File: src/rtl/alu_nib_pkg.sv
// Shared encodings for the nibble-serial ALU sequencer: request opcodes,
// sequencer FSM states and the 4-bit alu's ALUOP codes.
package alu_nib_pkg;

  typedef enum logic [1:0] {
    OP_PASS  = 2'b00,
    OP_INC   = 2'b01,
    OP_ADD   = 2'b10,
    OP_LOGIC = 2'b11
  } op_e;

  typedef enum logic [1:0] {
    ST_IDLE = 2'b00,
    ST_RUN  = 2'b01,
    ST_DONE = 2'b10
  } state_e;

  localparam logic [1:0] ALU_PASS = 2'b00;
  localparam logic [1:0] ALU_NEG  = 2'b01;
  localparam logic [1:0] ALU_ADD  = 2'b10;
  localparam logic [1:0] ALU_INC  = 2'b11;

endpackage

File: src/rtl/alu.sv
// 4-bit alu: arithmetic when l=0 (PASS/NEG/ADD/INC), bitwise logic when l=1
// (AND, OR, XOR, NOT A selected by aluop); c_out is forced low for logic.
module alu
  import alu_nib_pkg::*;
(
  input  logic [3:0] a,
  input  logic [3:0] b,
  input  logic       c_in,
  input  logic [1:0] aluop,
  input  logic       l,
  output logic [3:0] r,
  output logic       c_out
);

  logic [4:0] sum;

  always_comb begin
    // NOTE: every combinational output gets a default first so no path
    // through the case statements can infer a latch.
    sum = '0;
    if (l) begin
      unique case (aluop)
        2'b00:   sum = {1'b0, a & b};
        2'b01:   sum = {1'b0, a | b};
        2'b10:   sum = {1'b0, a ^ b};
        default: sum = {1'b0, ~a};
      endcase
    end else begin
      unique case (aluop)
        ALU_PASS: sum = {1'b0, a} + {4'd0, c_in};
        ALU_NEG:  sum = {1'b0, ~a} + 5'd1;
        ALU_ADD:  sum = {1'b0, a} + {1'b0, b} + {4'd0, c_in};
        default:  sum = {1'b0, a} + 5'd1;
      endcase
    end
    r     = sum[3:0];
    c_out = sum[4];
  end

endmodule

File: src/rtl/alu_w_top.sv
// Wrapper pairing the nibble sequencer with one 4-bit alu instance.
module alu_w_top
  import alu_nib_pkg::*;
#(
  parameter  int NIBBLES = 2,
  localparam int W       = 4 * NIBBLES
) (
  input  logic         clk,
  input  logic         reset_n,
  input  logic         start,
  input  logic [1:0]   op,
  input  logic [1:0]   fn,
  input  logic [W-1:0] a,
  input  logic [W-1:0] b,
  input  logic         cin,
  output logic         busy,
  output logic         done,
  output logic [W-1:0] result,
  output logic         c_out,
  output logic         zero,
  output logic         sign
);

  logic [3:0] alu_a, alu_b, alu_r;
  logic [1:0] alu_op;
  logic       alu_cin, alu_l, alu_cout;

  alu_nib_seq #(.NIBBLES(NIBBLES)) u_seq (
    .clk(clk), .reset_n(reset_n), .start(start), .op(op), .fn(fn),
    .a(a), .b(b), .cin(cin), .busy(busy), .done(done), .result(result),
    .c_out(c_out), .zero(zero), .sign(sign),
    .alu_a(alu_a), .alu_b(alu_b), .alu_cin(alu_cin), .alu_op(alu_op),
    .alu_l(alu_l), .alu_r(alu_r), .alu_cout(alu_cout)
  );

  alu u_alu (
    .a(alu_a), .b(alu_b), .c_in(alu_cin), .aluop(alu_op), .l(alu_l),
    .r(alu_r), .c_out(alu_cout)
  );

endmodule

File: src/rtl/alu_nib_seq.sv
// Nibble-serial sequencer: drives a shared 4-bit alu one nibble per cycle,
// LSB first, chaining carry, and reports a W-bit result with flags.
module alu_nib_seq
  import alu_nib_pkg::*;
#(
  parameter  int NIBBLES = 2,
  localparam int W       = 4 * NIBBLES
) (
  input  logic         clk,
  input  logic         reset_n,
  input  logic         start,
  input  logic [1:0]   op,
  input  logic [1:0]   fn,
  input  logic [W-1:0] a,
  input  logic [W-1:0] b,
  input  logic         cin,
  output logic         busy,
  output logic         done,
  output logic [W-1:0] result,
  output logic         c_out,
  output logic         zero,
  output logic         sign,
  output logic [3:0]   alu_a,
  output logic [3:0]   alu_b,
  output logic         alu_cin,
  output logic [1:0]   alu_op,
  output logic         alu_l,
  input  logic [3:0]   alu_r,
  input  logic         alu_cout
);

  localparam int IW = (NIBBLES > 1) ? $clog2(NIBBLES) : 1;

  state_e         state_q;
  logic [IW-1:0]  idx_q;
  logic [W-1:0]   a_q, b_q, result_q, result_d;
  op_e            op_q;
  logic [1:0]     fn_q;
  logic           carry_q, carry_d;
  logic           busy_q, done_q, c_out_q, zero_q, sign_q;

  always_comb begin
    alu_a    = '0;
    alu_b    = '0;
    alu_cin  = 1'b0;
    alu_op   = ALU_PASS;
    alu_l    = 1'b0;
    result_d = result_q;
    result_d[4*idx_q +: 4] = alu_r;
    // Logic passes never produce a carry; keep the chain untouched.
    carry_d  = (op_q == OP_LOGIC) ? carry_q : alu_cout;
    if (state_q == ST_RUN) begin
      alu_a = a_q[4*idx_q +: 4];
      alu_b = b_q[4*idx_q +: 4];
      unique case (op_q)
        OP_PASS: alu_cin = carry_q;
        OP_INC: begin
          if (idx_q == '0) alu_op = ALU_INC;
          else             alu_cin = carry_q;
        end
        OP_ADD: begin
          alu_op  = ALU_ADD;
          alu_cin = carry_q;
        end
        default: begin
          alu_op = fn_q;
          alu_l  = 1'b1;
        end
      endcase
    end
  end

  // NOTE: sequential state uses non-blocking assignments so every register
  // samples pre-edge values regardless of statement order.
  always_ff @(posedge clk or negedge reset_n) begin
    if (!reset_n) begin
      state_q  <= ST_IDLE;
      idx_q    <= '0;
      a_q      <= '0;
      b_q      <= '0;
      op_q     <= OP_PASS;
      fn_q     <= '0;
      carry_q  <= 1'b0;
      result_q <= '0;
      busy_q   <= 1'b0;
      done_q   <= 1'b0;
      c_out_q  <= 1'b0;
      zero_q   <= 1'b0;
      sign_q   <= 1'b0;
    end else begin
      done_q <= 1'b0;
      unique case (state_q)
        ST_IDLE: begin
          if (start) begin
            a_q      <= a;
            b_q      <= b;
            op_q     <= op_e'(op);
            fn_q     <= fn;
            carry_q  <= cin;
            idx_q    <= '0;
            result_q <= '0;
            busy_q   <= 1'b1;
            state_q  <= ST_RUN;
          end
        end
        ST_RUN: begin
          result_q <= result_d;
          carry_q  <= carry_d;
          if (idx_q == IW'(NIBBLES - 1)) begin
            state_q <= ST_DONE;
            busy_q  <= 1'b0;
            done_q  <= 1'b1;
            c_out_q <= (op_q == OP_LOGIC) ? 1'b0 : carry_d;
            zero_q  <= (result_d == '0);
            sign_q  <= (op_q == OP_LOGIC) ? 1'b0 : result_d[W-1];
          end else begin
            idx_q <= idx_q + 1'b1;
          end
        end
        default: state_q <= ST_IDLE;
      endcase
    end
  end

  assign busy   = busy_q;
  assign done   = done_q;
  assign result = result_q;
  assign c_out  = c_out_q;
  assign zero   = zero_q;
  assign sign   = sign_q;

endmodule

File: config.mk
export PLATFORM = sky130hd
export DESIGN_NAME = alu_w_top
export DESIGN_NICKNAME = d
export VERILOG_FILES = /design/src/rtl/alu_nib_pkg.sv /design/src/rtl/alu.sv /design/src/rtl/alu_w_top.sv /design/src/rtl/alu_nib_seq.sv
export SDC_FILE = /design/constraint.sdc
export NUM_CORES = 1
export LEC_CHECK = 0
export CELL_PAD_IN_SITES_DETAIL_PLACEMENT = 2
export CELL_PAD_IN_SITES_GLOBAL_PLACEMENT = 2
export CORE_ASPECT_RATIO = 1.75
export CORE_MARGIN = 2
export CORE_UTILIZATION = 37
export CTS_CLUSTER_SIZE = 25
export DETAILED_ROUTE_END_ITERATION = 8
export GPL_TIMING_DRIVEN = 0
export PLACE_DENSITY = 0.95
export SYNTH_ARGS = -nofsm -noshare
export SYNTH_HDL_FRONTEND = slang
export SYNTH_HIERARCHICAL = 1
export SYNTH_SLANG_ARGS = --single-unit
File: constraint.sdc
create_clock -name clk -period 5.9 [get_ports clk]
set_clock_uncertainty 0.15 [all_clocks]
set_input_delay 1.18 -clock clk [delete_from_list [all_inputs] [get_ports clk]]
set_output_delay 1.18 -clock clk [all_outputs]
set_load 0.02 [all_outputs]
==> impl_metrics.env, run 1 <==
export IMPL_tritoncts="yes"
export IMPL_synth_top_area_share_pct=40.5
export IMPL_ant_nets=0
export IMPL_synth_fp_nets=250
export IMPL_grt_first_pass_wirelength_um=10900
export IMPL_cts_setup_buffers=0
export IMPL_ys_async_sr_fraction_pct=100
export IMPL_r2r_start="u_seq/state_q[0]"
export IMPL_setup_tns_ps=0
export IMPL_yosysTopAreaCell="dfrtp_1"
export IMPL_crit_path_end_kind="flip-flop"
export IMPL_worstPathCellList="buf_2 > nand2b_1 > buf_2 > nor2_1 > ha_1 > ha_1 > xnor2_1 > o22a_1 > o22ai_1 > o31a_1 > nor4_1 > nand2_1 > o21ai_0"
export IMPL_path_max_fanout=10
export IMPL_cp_start_kind="flip-flop"
export IMPL_grt_pass1_vias=2162
export IMPL_hold_start="u_seq/busy"
export IMPL_power_density_nw_per_um2=575
export IMPL_fin_crit_ps=3730
export IMPL_h_tree_depth=2
export IMPL_holdPathStages=1
export IMPL_ys_ff_latch=37
export IMPL_slew_headroom_pct=45.4
export IMPL_ir_drop_v=0.000276
export IMPL_clock_sinks=37
export IMPL_num_rows=37
export IMPL_fmax_ghz=0.268
export IMPL_syn_to_final_growth_pct=23.8
export IMPL_p_leak_nw=1.24
export IMPL_wl_um=6520
export IMPL_setup_slack_ps=2170
export IMPL_numPortBuffers=36
export IMPL_dp_final_hpwl_um=4850
export IMPL_grt_overflow=0
export IMPL_yosysSeqAreaShare_pct=40.5
export IMPL_place_area_um2=2740
export IMPL_synth_distinct_cells=41
export IMPL_finalPower_mw=1.63
export IMPL_via_per_inst=5.48
export IMPL_die_area_um2=6840
export IMPL_syn_avg_cell_area_um2=10.7
export IMPL_grt_max_degree=38
export IMPL_core_area_um2=5930
export IMPL_final_area_um2=2830
export IMPL_syn_instance_count=214
export IMPL_ff2ff_setup_slack_ps=2170
export IMPL_cpMaxStageDelayCell="nor2_1"
export IMPL_ios=37
export IMPL_nFillCells=651
export IMPL_clockRootBuffer="clkbuf_8"
export IMPL_drive_gt1_share_pct=17.5
export IMPL_initial_core_util_pct=38.6
export IMPL_grtUsageTotal_pct=20.8
export IMPL_nets=293
export IMPL_required_ps=5960
export IMPL_gp_congestion=0.878
export IMPL_hold_viol_final=0
export IMPL_rsz0062_at_grt="no"
export IMPL_cts_buffers=5
export IMPL_regArea_um2=926
export IMPL_clock_path_buffers=2
export IMPL_drtPass1Iterations=4
export IMPL_critPathMaxStageDelay_ps=580
export IMPL_outcome="completed"
export IMPL_setup_viol=0
export IMPL_synth_edf_count=0
export IMPL_startpoint="u_seq/state_q[0]"
export IMPL_synth_main_ff_cell="dfrtp_1"
export IMPL_synth_area_top_cells="dfrtp_1, mux2_2, ha_1"
export IMPL_wl_per_cell_um=19.5
export IMPL_synth_area_um2=2280
export IMPL_cts_resized_gates=0
export IMPL_antenna_found_initial=0
export IMPL_hold_buffers=0
export IMPL_antenna_cells=0
export IMPL_clk_pin_slew_ps=70
export IMPL_r2r_cells=13
export IMPL_critPathKind="flip-flop to flip-flop"
export IMPL_multi_input_area_um2=1210
export IMPL_vias=1835
export IMPL_drt_iter0_drc=37
export IMPL_slew_violations=0
export IMPL_hold_class="flip-flop to flip-flop"
export IMPL_post_place_ws_ps=2100
export IMPL_die_width_um=63.4
export IMPL_worst_pin_slew_ps=820
export IMPL_insertion_delay_ps=290
export IMPL_arrival_ps=3790
export IMPL_drv_cap=0
export IMPL_period_share_pct=63.2
export IMPL_yosysWarnings=6
export IMPL_die_height_um=108
export IMPL_route_detailed_drc=0
[worst paths after layout]
kind                                    to
setup / recovery                u_seq/zero
hold / removal                  u_seq/busy
setup reg to reg                u_seq/zero
hold reg to reg                 u_seq/busy
max in group asynchronous     u_seq/a_q[1]
min in group asynchronous  u_seq/result[4]
[cell type report]
| cell class | count | area share [%] |
|---|---|---|
| sequential | 37 | 32.7 |
| clock buffer | 6 | 2.92 |
| clock inverter | 1 | 0.265 |
| timing repair buffer | 36 | 12.6 |
| multi-input combinational | 150 | 43.0 |
| tap | 78 | 3.45 |
| inverter | 16 | 2.12 |
| buffer | 11 | 2.96 |
[layout by cell type, fill, tap and decap left out, types with 2 or more instances in the layout]
cell type,count
nand2b_1,6
buf_4,4
mux4_2,2
ha_1,10
o21ai_0,6
nor3_1,2
nand3_1,4
mux2_1,2
mux4_1,2
a211oi_1,4
clkbuf_8,6
inv_1,14
dfrtp_1,37
nor2_1,19
inv_2,2
mux2_2,19
mux2i_1,9
a22o_1,12
fa_1,2
xnor2_1,3
buf_6,3
nor4_1,2
nand2_1,13
o22ai_1,3
a21o_1,2
a21oi_1,10
and3_1,2
clkdlybuf4s50_1,35
buf_2,5
nor2b_1,3
[kinds of logic (layout without fill, tap and decap cells)]
family	Yosys count	in the layout	share of synthesized area, %
buffers and inverters	27	70	6.30
AO/OA/AOI/OAI	46	46	14.0
XOR/XNOR	4	4	1.53
AND/OR/NAND/NOR	54	54	11.9
adder cells (fa/ha/maj)	12	12	7.23
flip-flops	37	37	40.5
multiplexers	34	34	18.6
[worst max-delay path, delay by kind of cell (launching register included)]
kind            cells  cell delay, ps
flops               1             420
compound gates      4             710
simple gates        4            1210
fa+ha+maj           2             550
xor+xnor            1             140
buf+inv             2             480
[routing by layer]
metal  track usage, %  wire length (um)  vias up
met5                0                 0        -
met4             6.37               106        0
met3             2.39               127        7
met2             43.2              3970       32
met1             20.7              2320      953
li1                 -                 -      843
[Yosys cell counts, drive strengths merged (3+ instances only)]
cell,number
mux4,4
ha,10
nand2b,6
o22ai,3
inv,16
a21oi,10
dfrtp,37
buf,11
mux2i,9
o21ai,7
nor2,19
a22o,12
a211oi,4
nand2,13
xnor2,3
mux2,21
nor2b,3
nand3,4
[report_power, final]
group	internal, mW	switching, mW	leakage, nW
clock	0.0924	0.0894	0.0433
combinational	0.445	0.545	0.736
sequential	0.367	0.0881	0.457
total	0.904	0.723	1.24
[state kept, by name, summed over array words and instances (netlist names)]
| signal | flops |
|---|---|
| u_seq/b_q | 8 |
| u_seq/state_q | 2 |
| u_seq/result | 8 |
| u_seq/done | 1 |
| u_seq/sign | 1 |
| u_seq/fn_q | 2 |
| u_seq/zero | 1 |
| u_seq/carry_q | 1 |
| u_seq/op_q | 2 |
| u_seq/a_q | 8 |
| u_seq/c_out | 1 |
| u_seq/idx_q | 1 |
| u_seq/busy | 1 |
[stage by stage]
| step | instances | util (%) | hold slack, ps |
|---|---|---|---|
| 2_1_floorplan | 214 | - | 308 |
| 3_3_place_gp | 328 | 46.3 | 314 |
| 3_5_place_dp | 328 | 46.2 | 330 |
| 4_1_cts | 335 | 47.7 | 347 |
| 5_1_grt | 335 | 47.7 | 380 |
| 6_report | 335 | 47.7 | 345 |
(Power assumes the default switching activity.)
==> inputs of run 2 (changes only) <==
- CORE_UTILIZATION: 37 -> 34
- PLACE_DENSITY: 0.95 -> 0.89
- clock period: 5.9 -> 3.6 ns (I/O delays scaled with it)
==> run 2 against run 1 <==
Compared with the run above:
- worst setup slack got worse by 2000 ps
- register-to-register slack got worse by 2000 ps
- critical endpoint unchanged
- largest cell class unchanged
- sequential power rose by 64%
- die area up 8.4%
- highest routed layer unchanged
- critical path type unchanged
- non-clock buffer count unchanged
==> impl_metrics.env, run 2 (synthesis results as in run 1) <==
export IMPL_nFillCells=677
export IMPL_cts_buffers=5
export IMPL_internal_power_mw=1.67
export IMPL_antenna_cells=0
export IMPL_worstPathCellList="buf_4 > nand2b_1 > buf_6 > nor2_4 > fa_2 > fa_1 > xnor2_1 > o22ai_1 > o31a_1 > nor4_2 > nand2_1 > o21ai_1"
export IMPL_dp_cells=332
export IMPL_tritoncts="yes"
export IMPL_wl_per_cell_um=20.1
export IMPL_fmax_ghz=0.292
export IMPL_worst_pin_slew_ps=836
export IMPL_die_area_um2=7420
export IMPL_p_switching_mw=1.30
export IMPL_drv_cap=0
export IMPL_hold_class="flip-flop to flip-flop"
export IMPL_multi_input_area_um2=1260
export IMPL_num_rows=39
export IMPL_vias=1831
export IMPL_antenna_found_initial=0
export IMPL_setup_slack_ps=174
export IMPL_r2r_cells=12
export IMPL_ios=37
export IMPL_cts_setup_buffers=0
export IMPL_switching_share_pct=43.8
export IMPL_slew_violations=0
export IMPL_grt_pass1_vias=2119
export IMPL_grtUsageTotal_pct=20.3
export IMPL_whs_ps=338
export IMPL_period_share_pct=95.2
export IMPL_critPathBufInv=2
export IMPL_setup_viol=0
export IMPL_cp_start_kind="flip-flop"
export IMPL_rsz0062_at_grt="no"
export IMPL_die_width_um=66.0
export IMPL_syn_to_final_growth_pct=29.4
export IMPL_grt_first_pass_wirelength_um=11200
export IMPL_final_common_cell="dfrtp_1"
export IMPL_clk_pin_slew_ps=60
export IMPL_outcome="completed"
export IMPL_fin_crit_ps=3430
export IMPL_wl_um=6830
export IMPL_clockPowerShare_pct=15.2
export IMPL_final_cell_mix="dfrtp_1, clkdlybuf4s50_1, mux2_2"
export IMPL_ant_nets=0
export IMPL_critPathKind="flip-flop to flip-flop"
export IMPL_clock_sinks=37
export IMPL_insertion_delay_ps=280
export IMPL_holdPathStages=1
export IMPL_grt_max_degree=38
export IMPL_stdcell_count=340
export IMPL_critical_path_top_delay_family="adder cells"
export IMPL_drive_gt1_share_pct=21.7
export IMPL_dp_final_hpwl_um=4930
export IMPL_clock_path_buffers=2
export IMPL_power_frac_seq_pct=25.1
export IMPL_hold_start="u_seq/busy"
export IMPL_ir_drop_v=0.000461
export IMPL_hold_viol_final=0
export IMPL_h_tree_depth=2
export IMPL_core_area_um2=6540
export IMPL_critical_path_depth=12
export IMPL_die_height_um=112
export IMPL_cpMaxStageDelayCell="fa_2"
export IMPL_regArea_um2=927
export IMPL_path_max_fanout=10
export IMPL_arrival_ps=3480
export IMPL_startpoint="u_seq/state_q[0]"
export IMPL_clockRootBuffer="clkbuf_16"
export IMPL_drt_iter0_drc=64
export IMPL_power_density_nw_per_um2=1010
export IMPL_critPathMaxStageDelay_ps=440
export IMPL_r2r_start="u_seq/state_q[0]"
export IMPL_combPwrFrac_pct=59.7
export IMPL_required_ps=3660
export IMPL_finalPower_mw=2.98
export IMPL_gp_congestion=0.839
export IMPL_grt_overflow=0
export IMPL_drtPass1Iterations=4
export IMPL_via_per_inst=5.39
export IMPL_slew_headroom_pct=44.3
export IMPL_initial_core_util_pct=34.9
export IMPL_route_detailed_drc=0
export IMPL_post_place_ws_ps=-196
export IMPL_crit_path_end_kind="flip-flop"
export IMPL_nets=293
export IMPL_numPortBuffers=36
export IMPL_p_leak_nw=1.27
[run 2: worst register-to-register path, cell delays in order (launching register included)]
cell	delay, ps
dfrtp_1	420
buf_4	200
nand2b_1	150
buf_6	190
nor2_4	100
fa_2	440
fa_1	430
xnor2_1	200
o22ai_1	120
o31a_1	350
nor4_2	330
nand2_1	120
o21ai_1	150
[run 2: final timing paths]
check                      slack (ps)            to
min in group asynchronous         390  u_seq/a_q[2]
min                               340    u_seq/busy
max in group asynchronous        2330   u_seq/idx_q
max reg2reg                       170    u_seq/zero
min reg2reg                       340    u_seq/busy
max                               170    u_seq/zero
[run 2: power by group through the flow]
stage | logic, mW | registers [mW] | clock network [mW]
finish | 1.78 | 0.748 | 0.453
global route | 1.95 | 0.772 | 0.480
CTS | 1.73 | 0.744 | 0.466
detailed placement | 1.63 | 0.743 | 0
global placement | 1.54 | 0.723 | 0
floorplan | 1.10 | 0.756 | 0
[run 2: stage by stage]
step                      area [um2]  utilization, %  setup TNS (ps)
final                           2960            45.2               0
after global routing            2960            45.2               0
after CTS                       2920            44.7               0
after detailed placement        2740            41.9            -255
after global placement          2750            42.0           -56.4
after floorplan                 2280               -               0
[run 2: what timing repair did]
action                     4_1_cts  5_1_grt
hold buffers                     0        0
gates resized for setup          8       10
hold endpoints to repair         0        0
cloned                           0        0
setup endpoints to repair        7        3
[run 2: metal layers]
layer / share of wire [%] / track usage, %
met4: 3.9 / 10.5
met3: 1.7 / 2.61
met1: 37 / 23.0
met5: 0 / 0
met2: 57 / 36.2
[run 2: area by class of cell]
type,count,share of cell area [%]
multi-input cells,150,42.7
flip-flops and latches,37,31.4
repair buffers,36,12.0
clock buffers,6,4.70
well taps,82,3.47
plain buffers,11,3.26
inverters,16,2.03
clock inverters,2,0.466
